===== config.mk =====
export PLATFORM = sky130hd
export DESIGN_NAME = decoder
export DESIGN_NICKNAME = d
export VERILOG_FILES = /design/src/rtl/decoder.sv
export SDC_FILE = /design/constraint.sdc
export NUM_CORES = 1
export LEC_CHECK = 0
export CAP_MARGIN = 20
export CORE_MARGIN = 10
export CORE_UTILIZATION = 30
export DETAILED_ROUTE_END_ITERATION = 8
export PLACE_DENSITY_LB_ADDON = 0.12
export SLEW_MARGIN = 20
export SYNTH_ARGS = -nofsm -noshare
export SYNTH_HDL_FRONTEND = slang
export SYNTH_SLANG_ARGS = --single-unit

===== constraint.sdc =====
create_clock -name clk -period 1.2 [get_ports clk]
set_input_delay 0.3 -clock clk [delete_from_list [all_inputs] [get_ports clk]]
set_output_delay 0.3 -clock clk [all_outputs]
set_load 0.02 [all_outputs]

===== src/rtl/decoder.sv =====
// N-to-2^N one-hot decoder with a registered shadow copy and sticky per-line coverage.
// Latency: out is combinational; out_q, enable_q and seen lag their inputs by one clk edge.
// Backpressure: none; the block accepts a new select every cycle and never stalls.
module decoder #(
    parameter int N = 3
) (
    input  logic              clk,
    input  logic              reset,
    input  logic              enable,
    input  logic [N-1:0]      in,
    output logic [(1<<N)-1:0] out,
    output logic [(1<<N)-1:0] out_q,
    output logic              enable_q,
    output logic [(1<<N)-1:0] seen,
    output logic              seen_all
);

    localparam int W = 1 << N;

    // Same-cycle select lines; reset deliberately has no influence here.
    always_comb begin
        out = '0;
        if (enable) begin
            out[in] = 1'b1;
        end
    end

    // A reset edge drops the out value present at that edge, so it never reaches seen.
    always_ff @(posedge clk) begin
        if (reset) begin
            out_q    <= '0;
            enable_q <= 1'b0;
            seen     <= '0;
        end else begin
            out_q    <= out;
            enable_q <= enable;
            seen     <= seen | out;
        end
    end

    assign seen_all = &seen;

endmodule


# Yosys cells after proc, flatten, opt, wreduce, memory -nomap -nowiden
# Index checks and enable logic that the tools add are counted.
dict set report classes {
  order_cmp 2
  n_mux 3
  n_reduce_logical 2
  bitwise_logic 1
}
# cell count
set op_table {}
lappend op_table {{8-bit two-way mux} 1}
lappend op_table {{8-bit OR} 1}
lappend op_table {{8-bit AND reduction} 1}
lappend op_table {{3-bit by 4-bit less-than comparator with 1-bit output (second input constant)} 1}
lappend op_table {{1-bit demux with 3-bit select} 1}
lappend op_table {{3-bit by 1-bit greater-or-equal comparator with 1-bit output (second input constant)} 1}
lappend op_table {{1-bit logical AND} 1}
lappend op_table {{1-bit two-way mux} 1}
dict set report word_totals {
  ff_bits 17
  wordCells 11
  input_bits 6
  out_inout_bits 26
}

# Logic depth before layout (Yosys ltp)
# Gate-level depths: netlist (run 1).
dict set report logic_depth {
  depth_word 6
  mapped_depth 3
  depth_no_buf 2
}

# Worst setup path before layout (run 1)
# Ideal clock, no wire load.
dict set report synth_path {
  path_kind {input to output}
  startpoint {in enable}
  endpoint {out out[0]}
  required_ns 0.900
  arrival_time_ns 1.032
  path_buffers 1
  path_slack_ns -0.132
  stages 3
  cell_sequence {buf_4 or4b_1 inv_1}
}
dict set report synth_between {
  elab_chain_len 1
}
# element line
set synth_rtl {}
lappend synth_rtl {{start, declared} 9} ;# input logic enable,
lappend synth_rtl {{8-bit two-way mux} 23} ;# if (enable) begin
lappend synth_rtl {{end, declared} 11} ;# output logic [(1<<N)-1:0] out,
# Every way passes these cells.

# Worst setup path after layout (run 1)
dict set report layout_path {
  startpoint {in in[1]}
  endpoint {out out[0]}
}
dict set report layout_between {
  elab_chain_len 5
  elab_cells_between_ends 6
  cone_classes {order compare (2); mux (3); reduce/logical (1)}
}
# element line
set layout_rtl {}
lappend layout_rtl {{start, declared} 10} ;# input logic [N-1:0] in,
lappend layout_rtl {{3-bit by 4-bit less-than comparator with 1-bit output (implied by the code) or 3-bit by 1-bit greater-or-equal comparator with 1-bit output (tied branches)} 24} ;# out[in] = 1'b1;
lappend layout_rtl {{1-bit logical AND (implied by the code)} 24}
lappend layout_rtl {{1-bit two-way mux (implied by the code)} 24}
lappend layout_rtl {{1-bit demux with 3-bit select (*)} 24}
lappend layout_rtl {{8-bit two-way mux (*)} 23}
# Mark *: on every way between the ends. The rest lies on a longest branch, timed or not.

==> results of run 1 <==
-- flip-flops by register name, indices dropped and copies added (netlist names) --
signal / flops
enable_q: 1
out_q: 8
seen: 8
-- cell usage in the layout, fill, tap and decap left out --
cell type	Yosys	layout
nor2b_1	1	1
buf_8	0	6
inv_1	14	11
nand2b_1	2	2
clkbuf_4	0	3
nand3b_1	1	1
inv_4	0	1
nand2_8	0	1
or3b_1	1	1
clkbuf_16	0	2
buf_2	0	10
nand4bb_1	3	1
buf_4	1	26
or4b_4	0	1
nor3_1	2	2
buf_6	0	22
nand4bb_4	0	2
clkinv_2	0	1
nor2_1	9	8
a41oi_1	1	1
inv_2	0	2
nand4_1	2	2
nand4b_1	3	3
nand2_1	2	1
a21oi_1	7	7
dfxtp_2	0	8
nor2_4	0	1
clkdlybuf4s50_1	0	1
dfxtp_1	17	9
-- final timing paths --
path                      startpoint                  to  slack, ns  cells past startpoint
setup / recovery               in[1]              out[0]      -0.23                      4
hold reg to reg   seen[3]$_SDFF_PP0_  seen[3]$_SDFF_PP0_       0.57                      3
setup reg to reg  seen[7]$_SDFF_PP0_  seen[7]$_SDFF_PP0_       0.42                      3
hold / removal                 in[0]  seen[0]$_SDFF_PP0_       0.31                      3
-- worst register-to-register path, cell delays in order, from the launching register on --
cell and delay (ns):
dfxtp_2 0.33, buf_4 0.13, a41oi_1 0.16, nor2_1 0.05
-- area by class of cell --
cell class | instances | area [sq um]
repair buffers | 67 | 643
well taps | 27 | 33.8
clock buffers | 3 | 22.5
inverters | 14 | 55.1
clock inverters | 1 | 5.00
multi-input cells | 35 | 273
fillers | 150 | 599
flip-flops and latches | 17 | 350
-- metrics by stage --
stage | instances | hold slack [ns]
floorplan | 71 | 0.503
global placement | 142 | 0.557
detailed placement | 142 | 0.566
CTS | 154 | 0.290
global route | 164 | 0.308
finish | 164 | 0.310
-- logic make-up (layout without fill, tap and decap cells) --
| group | after synthesis | after routing | synth area share [%] |
|---|---|---|---|
| flops | 17 | 17 | 54.2 |
| compound gates | 8 | 8 | 6.97 |
| buf+inv | 19 | 85 | 12.0 |
| simple gates | 27 | 27 | 26.9 |
-- routing by layer --
layer / part of all wire [%] / track usage, % / vias to the layer above
met5: 0 / 0 / -
met4: 1.1 / 5.35 / 0
li1: - / - / 360
met2: 54 / 16.9 / 26
met1: 38 / 10.3 / 356
met3: 6.9 / 4.75 / 4
-- report_power, final --
part / internal [W] / total (W) / leakage, nW / switching (W)
combinational: 0.000160 / 0.000284 / 0.512 / 0.000124
clock: 0.000124 / 0.000310 / 0.0177 / 0.000186
sequential: 0.000582 / 0.000589 / 0.142 / 0.00000712
-- timing repair --
item,CTS,global route
cloned,2,2
buffers inserted,6,10
pin swaps,6,6
setup endpoints to repair,31,26
resized for setup,156,35
==> results_dict.tcl, run 1 <==
set metrics [dict create \
    areaGrowthSynthToFinish_pct 120 \
    die_w_um 65.8 \
    crit_fanout 3 \
    place_congestion 0.729 \
    die-height_um 65.8 \
    critPathTopFamily "simple AND/OR/NAND/NOR gates" \
    yosysMostFrequentCell "dfxtp_1" \
    post_route_cells_drive_above_1_share_pct 62.8 \
    fin_util_pct 69.8 \
    clk-insertion-delay-late_ns 0.29 \
    final-hold-violation-count 0 \
    cellLeakagePower_nw 0.672 \
    worstSetupStartpointType "primary input" \
    synth-seq-area-share_pct 54.2 \
    period_minus_slack_ns 1.43 \
    synth_common_cells "dfxtp_1 (17), inv_1 (14), nor2_1 (9)" \
    synthesis.instances 71 \
    design_power_total_w 0.00118 \
    antenna_left 0 \
    finalCritPeriodShare_pct 120 \
    dpl.hpwl_um 1350 \
    nNetsFinal 144 \
    overall_overflow_remaining_after_global_route 0 \
    timing.setup.tns_ns -0.652 \
    fp-row-count 16 \
    mappedNetlistNets 77 \
    rsz_0062_raised_after_global_routing "true" \
    cts_tree "done" \
    clock_sink_count 17 \
    wl_per_cell_um 14.6 \
    cts.root.buffer_cell "clkbuf_4" \
    status "complete, but fails checks" \
    synth_top_cell_by_area "dfxtp_1" \
    critical_path.endpoint_type "output pin" \
    dieArea_sq_mm 0.00432 \
    synth-async-reset-ratio_pct 0 \
    ys_types 17 \
    grt_start_max_net_pins 13 \
    synthesis.area_sq_um 628 \
    worst-path-buf-inv 3 \
    place.port_buffers 31 \
    peak_per_stage_delay_on_the_critical_path_ns 0.56 \
    setup_viol_count_final 9 \
    place_worst_setup_slack_ns -1.06 \
    setup.worst_path.class "primary input to output pin" \
    slew_headroom_pct 88.7 \
    hp-class "primary input to flop" \
    yosysWarnings 0 \
    slowest_stage "or4b_4" \
    worst_path_required_ns 0.90 \
    number_of_global_route_vias_before_repair 725 \
    core_region_area_sq_mm 0.00198 \
    synthTopCellsByArea "dfxtp_1 (54%), inv_1 (8.4%), a21oi_1 (5.6%)" \
    io-pin-count 32 \
    cts-buffers-inserted 3 \
    antenna_cells 0 \
    yosys_most_used_dff "dfxtp_1" \
    start_util_pct 31.7 \
    dr.first_iter.drc_count 10 \
    synth_top_area_share_pct 54.2 \
    ir_worst_vdd_mv 0.699 \
    htree_levels 1 \
    cts.clk_slew.worst_paths_ns 0.10 \
    ctsLongestPathBuffers 2 \
    cts_hold_buf 0 \
    grt_first_pass_wirelength_um 3420 \
    worst-slew-pin-transition_ns 0.167 \
    layout_skew_ns 0 \
    final_area_sq_mm 0.00138 \
    post-route-drc-count 0 \
    antenna_violations_before_repair 0 \
    max_freq_mhz 697 \
    setup_slack_ns -0.235 \
    syn_avg_cell_area_sq_um 8.85 \
    drv_cap 0 \
    drtPass1Iterations 4 \
    critical_path_arrival_ns 1.13 \
    grt_use_total_pct 10.1 \
    finalMaxSlewViolations 0 \
    cell_by_cell_listing_of_the_critical_path "buf_8 -> or4b_4 -> inv_4 -> buf_6" \
    totalWireLength_um 2390 \
    synth_enable_flop_cells 0 \
    failed_checks "negative setup slack" \
    postPlaceCellArea_sq_mm 0.00109 \
    powerDensity_mw_per_mm2 856 \
    flop_and_latch_count_out_of_synthesis 17 \
    detailroute.via_count 746 \
    vias_per_cell 4.55 \
]
No activity file was read; power rests on OpenSTA's default activity.
==> run 2: changes to the inputs <==
--- a/config.mk
+++ b/config.mk
@@ -7,7 +7,7 @@
 export LEC_CHECK = 0
 export CAP_MARGIN = 20
 export CORE_MARGIN = 10
-export CORE_UTILIZATION = 30
+export CORE_UTILIZATION = 34
 export DETAILED_ROUTE_END_ITERATION = 8
 export PLACE_DENSITY_LB_ADDON = 0.12
 export SLEW_MARGIN = 20
==> run 2 against run 1 <==
Net effect:
- the run still ends with negative setup slack left
- critical path type unchanged
- global-route usage rose by 0.19 points
- largest power group unchanged
- clock skew unchanged
- highest routed layer unchanged
- die area shrank 8.3%
- largest cell class unchanged
- critical endpoint unchanged
==> results_dict.tcl, run 2 (synthesis gave the netlist of run 1 again) <==
set metrics [dict create \
    nFillCells 134 \
    totalWireLength_um 2110 \
    setup.worst_path.class "primary input to output pin" \
    critical_path_arrival_ns 1.12 \
    cts.root.buffer_cell "clkbuf_4" \
    ir_worst_vdd_mv 0.846 \
    layout_skew_ns 0 \
    detailroute.via_count 701 \
    hp-class "primary input to flop" \
    antenna_cells 0 \
    areaGrowthSynthToFinish_pct 96.0 \
    place.port_buffers 31 \
    final-hold-violation-count 0 \
    vias_per_cell 4.55 \
    worst_r2r_path_depth 3 \
    number_of_global_route_vias_before_repair 722 \
    antenna_left 0 \
    critical_path.startpoint "in[1]" \
    whs_path_cells 3 \
    drtPass1Iterations 4 \
    slew_headroom_pct 88.7 \
    worstHoldStart "in[2]" \
    dieArea_sq_mm 0.00397 \
    post_route_cells_drive_above_1_share_pct 58.9 \
    clock_sink_count 17 \
    setup_viol_count_final 8 \
    powerDensity_mw_per_mm2 905 \
    grt_use_total_pct 10.3 \
    fin_util_pct 70.5 \
    design_power_total_w 0.00111 \
    dr.first_iter.drc_count 12 \
    place_worst_setup_slack_ns -1.04 \
    cts_hold_buf 0 \
    layout.area.seq_sq_um 350 \
    cellLeakagePower_nw 0.593 \
    finalCritPeriodShare_pct 118 \
    place_congestion 0.743 \
    overall_overflow_remaining_after_global_route 0 \
    worst_reg2reg_path_startpoint "seen[7]$_SDFF_PP0_" \
    max_freq_mhz 703 \
    setup_slack_ns -0.222 \
    nNetsFinal 136 \
    cts_tree "done" \
    rsz_0062_raised_after_global_routing "true" \
    core_region_area_sq_mm 0.00175 \
    wl_per_cell_um 13.7 \
    drv_cap 0 \
    mostFrequentLayoutCells "buf_6 (24), buf_4 (23), inv_1 (12)" \
    failed_checks "negative setup slack" \
    grt_start_max_net_pins 13 \
    io-pin-count 32 \
    ctsLongestPathBuffers 2 \
    crit_fanout 2 \
    clk-insertion-delay-late_ns 0.27 \
    antenna_violations_before_repair 0 \
    worstSetupStartpointType "primary input" \
    die_w_um 63.0 \
    grt_first_pass_wirelength_um 3370 \
    fp-row-count 15 \
    status "complete, but fails checks" \
    multiInputGateArea_sq_um 241 \
    critical_path.endpoint_type "output pin" \
    htree_levels 1 \
    cts-buffers-inserted 3 \
    post-route-drc-count 0 \
    period_minus_slack_ns 1.42 \
    worst_path_required_ns 0.90 \
    placed_cells 139 \
    finalMaxSlewViolations 0 \
    biggestRegsByFlops "out_q x8, seen x8, enable_q x1" \
    worst-slew-pin-transition_ns 0.167 \
    start_util_pct 36.0 \
    cts.clk_slew.worst_paths_ns 0.09 \
    die-height_um 63.0 \
    dpl.hpwl_um 1430 \
    final_cell_count_no_fill 154 \
    mostFrequentLayoutCell "buf_6" \
]
run 2: worst paths after layout:
check                                     endpoint  slack (ns)
worst max-delay path                        out[0]       -0.22
worst min-delay path            seen[0]$_SDFF_PP0_        0.33
worst max register to register  seen[7]$_SDFF_PP0_        0.43
worst min register to register  seen[5]$_SDFF_PP0_        0.57
run 2: repair_timing:
action | 4_1_cts | 5_1_grt
gates cloned | 1 | 0
gates resized for setup | 142 | 28
buffers inserted | 9 | 3
setup endpoints to repair | 31 | 24
pin swaps | 5 | 3
run 2: critical path, cell delays in order:
cell    delay (ns)
buf_6         0.09
or4b_4        0.55
inv_4         0.07
buf_6         0.11
run 2: through the flow:
stage	hold slack, ns	area, sq um	TNS (ns)
after floorplan	0.503	644	-0.0546
after global placement	0.558	1080	-11.88
after detailed placement	0.563	1080	-12.24
after CTS	0.305	1180	-0.540
after global routing	0.317	1230	-0.889
final	0.327	1230	-0.586
run 2: cell type report:
class                      instances  share of cell area [%]
sequential                        17                    28.5
timing repair buffer              59                    42.8
tap                               25                    2.54
clock buffer                       4                    2.13
multi-input combinational         35                    19.6
inverter                          14                    4.47
run 2: metal layers:
metal  vias to the layer above  track usage [%]  routed length (um)
li1                        345                -                   -
met1                       334             10.1                 817
met2                        20             18.9                1130
met3                         2             4.48                 142
met4                         0             3.35                  17
met5                         -                0                   0
run 2: power breakdown:
group          total [W]  internal [W]  switching [W]
clock network   0.000299      0.000129       0.000170
registers       0.000589      0.000582     0.00000740
logic           0.000226      0.000120       0.000106
total            0.00111      0.000831       0.000283
==> run 3: changes to the inputs <==
--- a/config.mk
+++ b/config.mk
@@ -9,8 +9,8 @@
 export CORE_MARGIN = 10
 export CORE_UTILIZATION = 34
 export DETAILED_ROUTE_END_ITERATION = 8
+export GPL_TIMING_DRIVEN = 1
 export PLACE_DENSITY_LB_ADDON = 0.12
-export SLEW_MARGIN = 20
 export SYNTH_ARGS = -nofsm -noshare
 export SYNTH_HDL_FRONTEND = slang
 export SYNTH_SLANG_ARGS = --single-unit
==> results of run 3 <==
Same layout as run 2: the final DEF is identical, and so are final timing and power.
==> RTL change, RTL diff (settings of run 3) <==
Reset style: asynchronous (`reset`), changed in one clocked block.
--- a/src/rtl/decoder.sv
+++ b/src/rtl/decoder.sv
@@ -28,3 +28,3 @@
     // A reset edge drops the out value present at that edge, so it never reaches seen.
-    always_ff @(posedge clk) begin
+    always_ff @(posedge clk or posedge reset) begin
         if (reset) begin
Function: differs if reset is asserted again (counterexample within 4 cycles, from zero or initial values and one cycle with reset high); with reset held inactive, the same outputs for 10 cycles.
==> RTL change against run 3 <==
Wire length up 4.5%; largest cell class unchanged; total power grew 10%; clock power is essentially flat; synthesized area is 2.2% lower; first-iteration DRC count fell by 67%; register-to-register slack got worse by 0.22 ns; setup slack gained 0.048 ns; largest power group unchanged; sequential cell count did not move; critical path type is now reg -> out; synthesized cell count is 37% lower; the run still ends with negative setup slack left; clock skew is the same; maximum frequency rose by 3.5%; design area rose by 9.5%.
==> RTL change: results <==
set metrics [dict create \
    fillers 114 \
    leakagePower_nw 0.689 \
    layout-drive-gt1-share 0.693 \
    hp-class "in -> reg" \
    slowest_delay_ns 0.38 \
    setup_slack_ns -0.174 \
    worstSetupStartpoint "seen[7]" \
    diodes 0 \
    grt_pass1_vias 688 \
    num_vias 615 \
    cpLargestDelayFamily "flip-flops" \
    arrival_ns 1.07 \
    io_buffers 31 \
    ir_drop_mv 0.809 \
    place_congestion 0.822 \
    max-cap-violations 0 \
    ys_top_cells_by_count "dfrtp_1 (17), inv_1 (4), or2_1 (3)" \
    wl_um 2200 \
    syn_nets 51 \
    setup_violations 11 \
    nets 121 \
    r2r-start "seen[0]" \
    dp_hpwl_um 1380 \
    htree_levels 1 \
    track_usage 0.105 \
    yosysSeqAreaShare 0.692 \
    violations "negative setup slack" \
    async_reset_ff_frac 1.00 \
    synth.area.top_cells "dfrtp_1 (69%), and4bb_1 (4.1%), a41o_1 (3.3%)" \
    pre_cts_slack_ns -0.982 \
    ys.flop_type "dfrtp_1" \
    synth.distinct_cells 16 \
    detail_route.iter0.violations 4 \
    worstMarginPinSlew_ns 0.235 \
    reg.largest.list "out_q (8), seen (8), enable_q (1)" \
    grt_max_degree 18 \
    status "finished with violations" \
    rr_endpoint "seen[0]" \
    cts_buffers 3 \
    endpoint "seen_all" \
    ff2ff_setup_slack_ns 0.21 \
    grt_pass1_wl_um 3390 \
    reg2regPathDepth 3 \
    slowest_stage "dfrtp_1" \
    synth_warnings 0 \
    synth_top_area_frac 0.692 \
    drt_first_pass_iters 2 \
    clockBufferDepth 2 \
]
## RTL change: cell count changes in the layout (fill, tap and decap cells not counted), moves of 5 or more
cell / delta
inv_1: -8
buf_2: +5
a21oi_1: -6
dfrtp_1: +17
dfxtp_1: -9
buf_8: +5
nor2_1: -7
dfxtp_2: -8
## RTL change: metal layers
| layer | vias up | part of all wire | track usage |
|---|---|---|---|
| li1 | 295 | - | - |
| met2 | 19 | 0.52 | 0.187 |
| met4 | 0 | 0.0095 | 0.0335 |
| met1 | 297 | 0.42 | 0.114 |
| met3 | 4 | 0.051 | 0.0341 |
| met5 | - | 0 | 0 |
## RTL change: layout make-up
type / instances / area, um2 / area share
multi-input combinational: 21 / 234 / 0.174
tap: 25 / 31.3 / 0.0232
timing repair buffer: 67 / 609 / 0.452
sequential: 17 / 425 / 0.316
inverter: 5 / 21.3 / 0.0158
clock buffer: 4 / 26.3 / 0.0195
## RTL change: cells by family after synthesis
group / share of synthesized area
AND/OR/NAND/NOR: 0.181
flip-flops: 0.692
buffers and inverters: 0.0570
AO/OA/AOI/OAI: 0.0692
## RTL change: power by group
| group | internal (W) | switching (W) |
|---|---|---|
| clock | 0.000129 | 0.000169 |
| sequential | 0.000592 | 0.00000917 |
| combinational | 0.000172 | 0.000156 |
## RTL change: what timing repair did
action | CTS | global route
buffers inserted | 11 | 4
resized for setup | 170 | 16
pin swaps | 8 | 7
endpoints found under the hold margin | 0 | 0
cloned | 0 | 0
setup endpoints to repair | 29 | 18
## RTL change: metrics by stage
stage	cells	setup TNS (ns)	area (um2)	hold slack (ns)	power, W
after floorplan	45	-0.101	643	0.226	0.000717
after global placement	120	-11.46	1130	0.471	0.000867
after detailed placement	120	-11.74	1130	0.504	0.000870
after CTS	135	-0.587	1280	0.267	0.00120
after global routing	139	-1.32	1350	0.257	0.00128
final	139	-0.914	1350	0.272	0.00123
## RTL change: how the worst min path moves through the flow
| stage | start | end | slack [ns] | cells past startpoint |
|---|---|---|---|---|
| CTS | enable | enable_q | 0.27 | 2 |
| detailed placement | seen[2] | seen[2] | 0.50 | 1 |
| global placement | seen[2] | seen[2] | 0.47 | 1 |
| floorplan | reset | enable_q | 0.23 | 1 |
| finish | enable | enable_q | 0.27 | 2 |
| global route | enable | enable_q | 0.26 | 2 |
## RTL change: worst register-to-register path, cell delays in order (launching register included)
cell,delay (ns)
dfrtp_1,0.41
buf_4,0.14
buf_6,0.11
or2_1,0.23
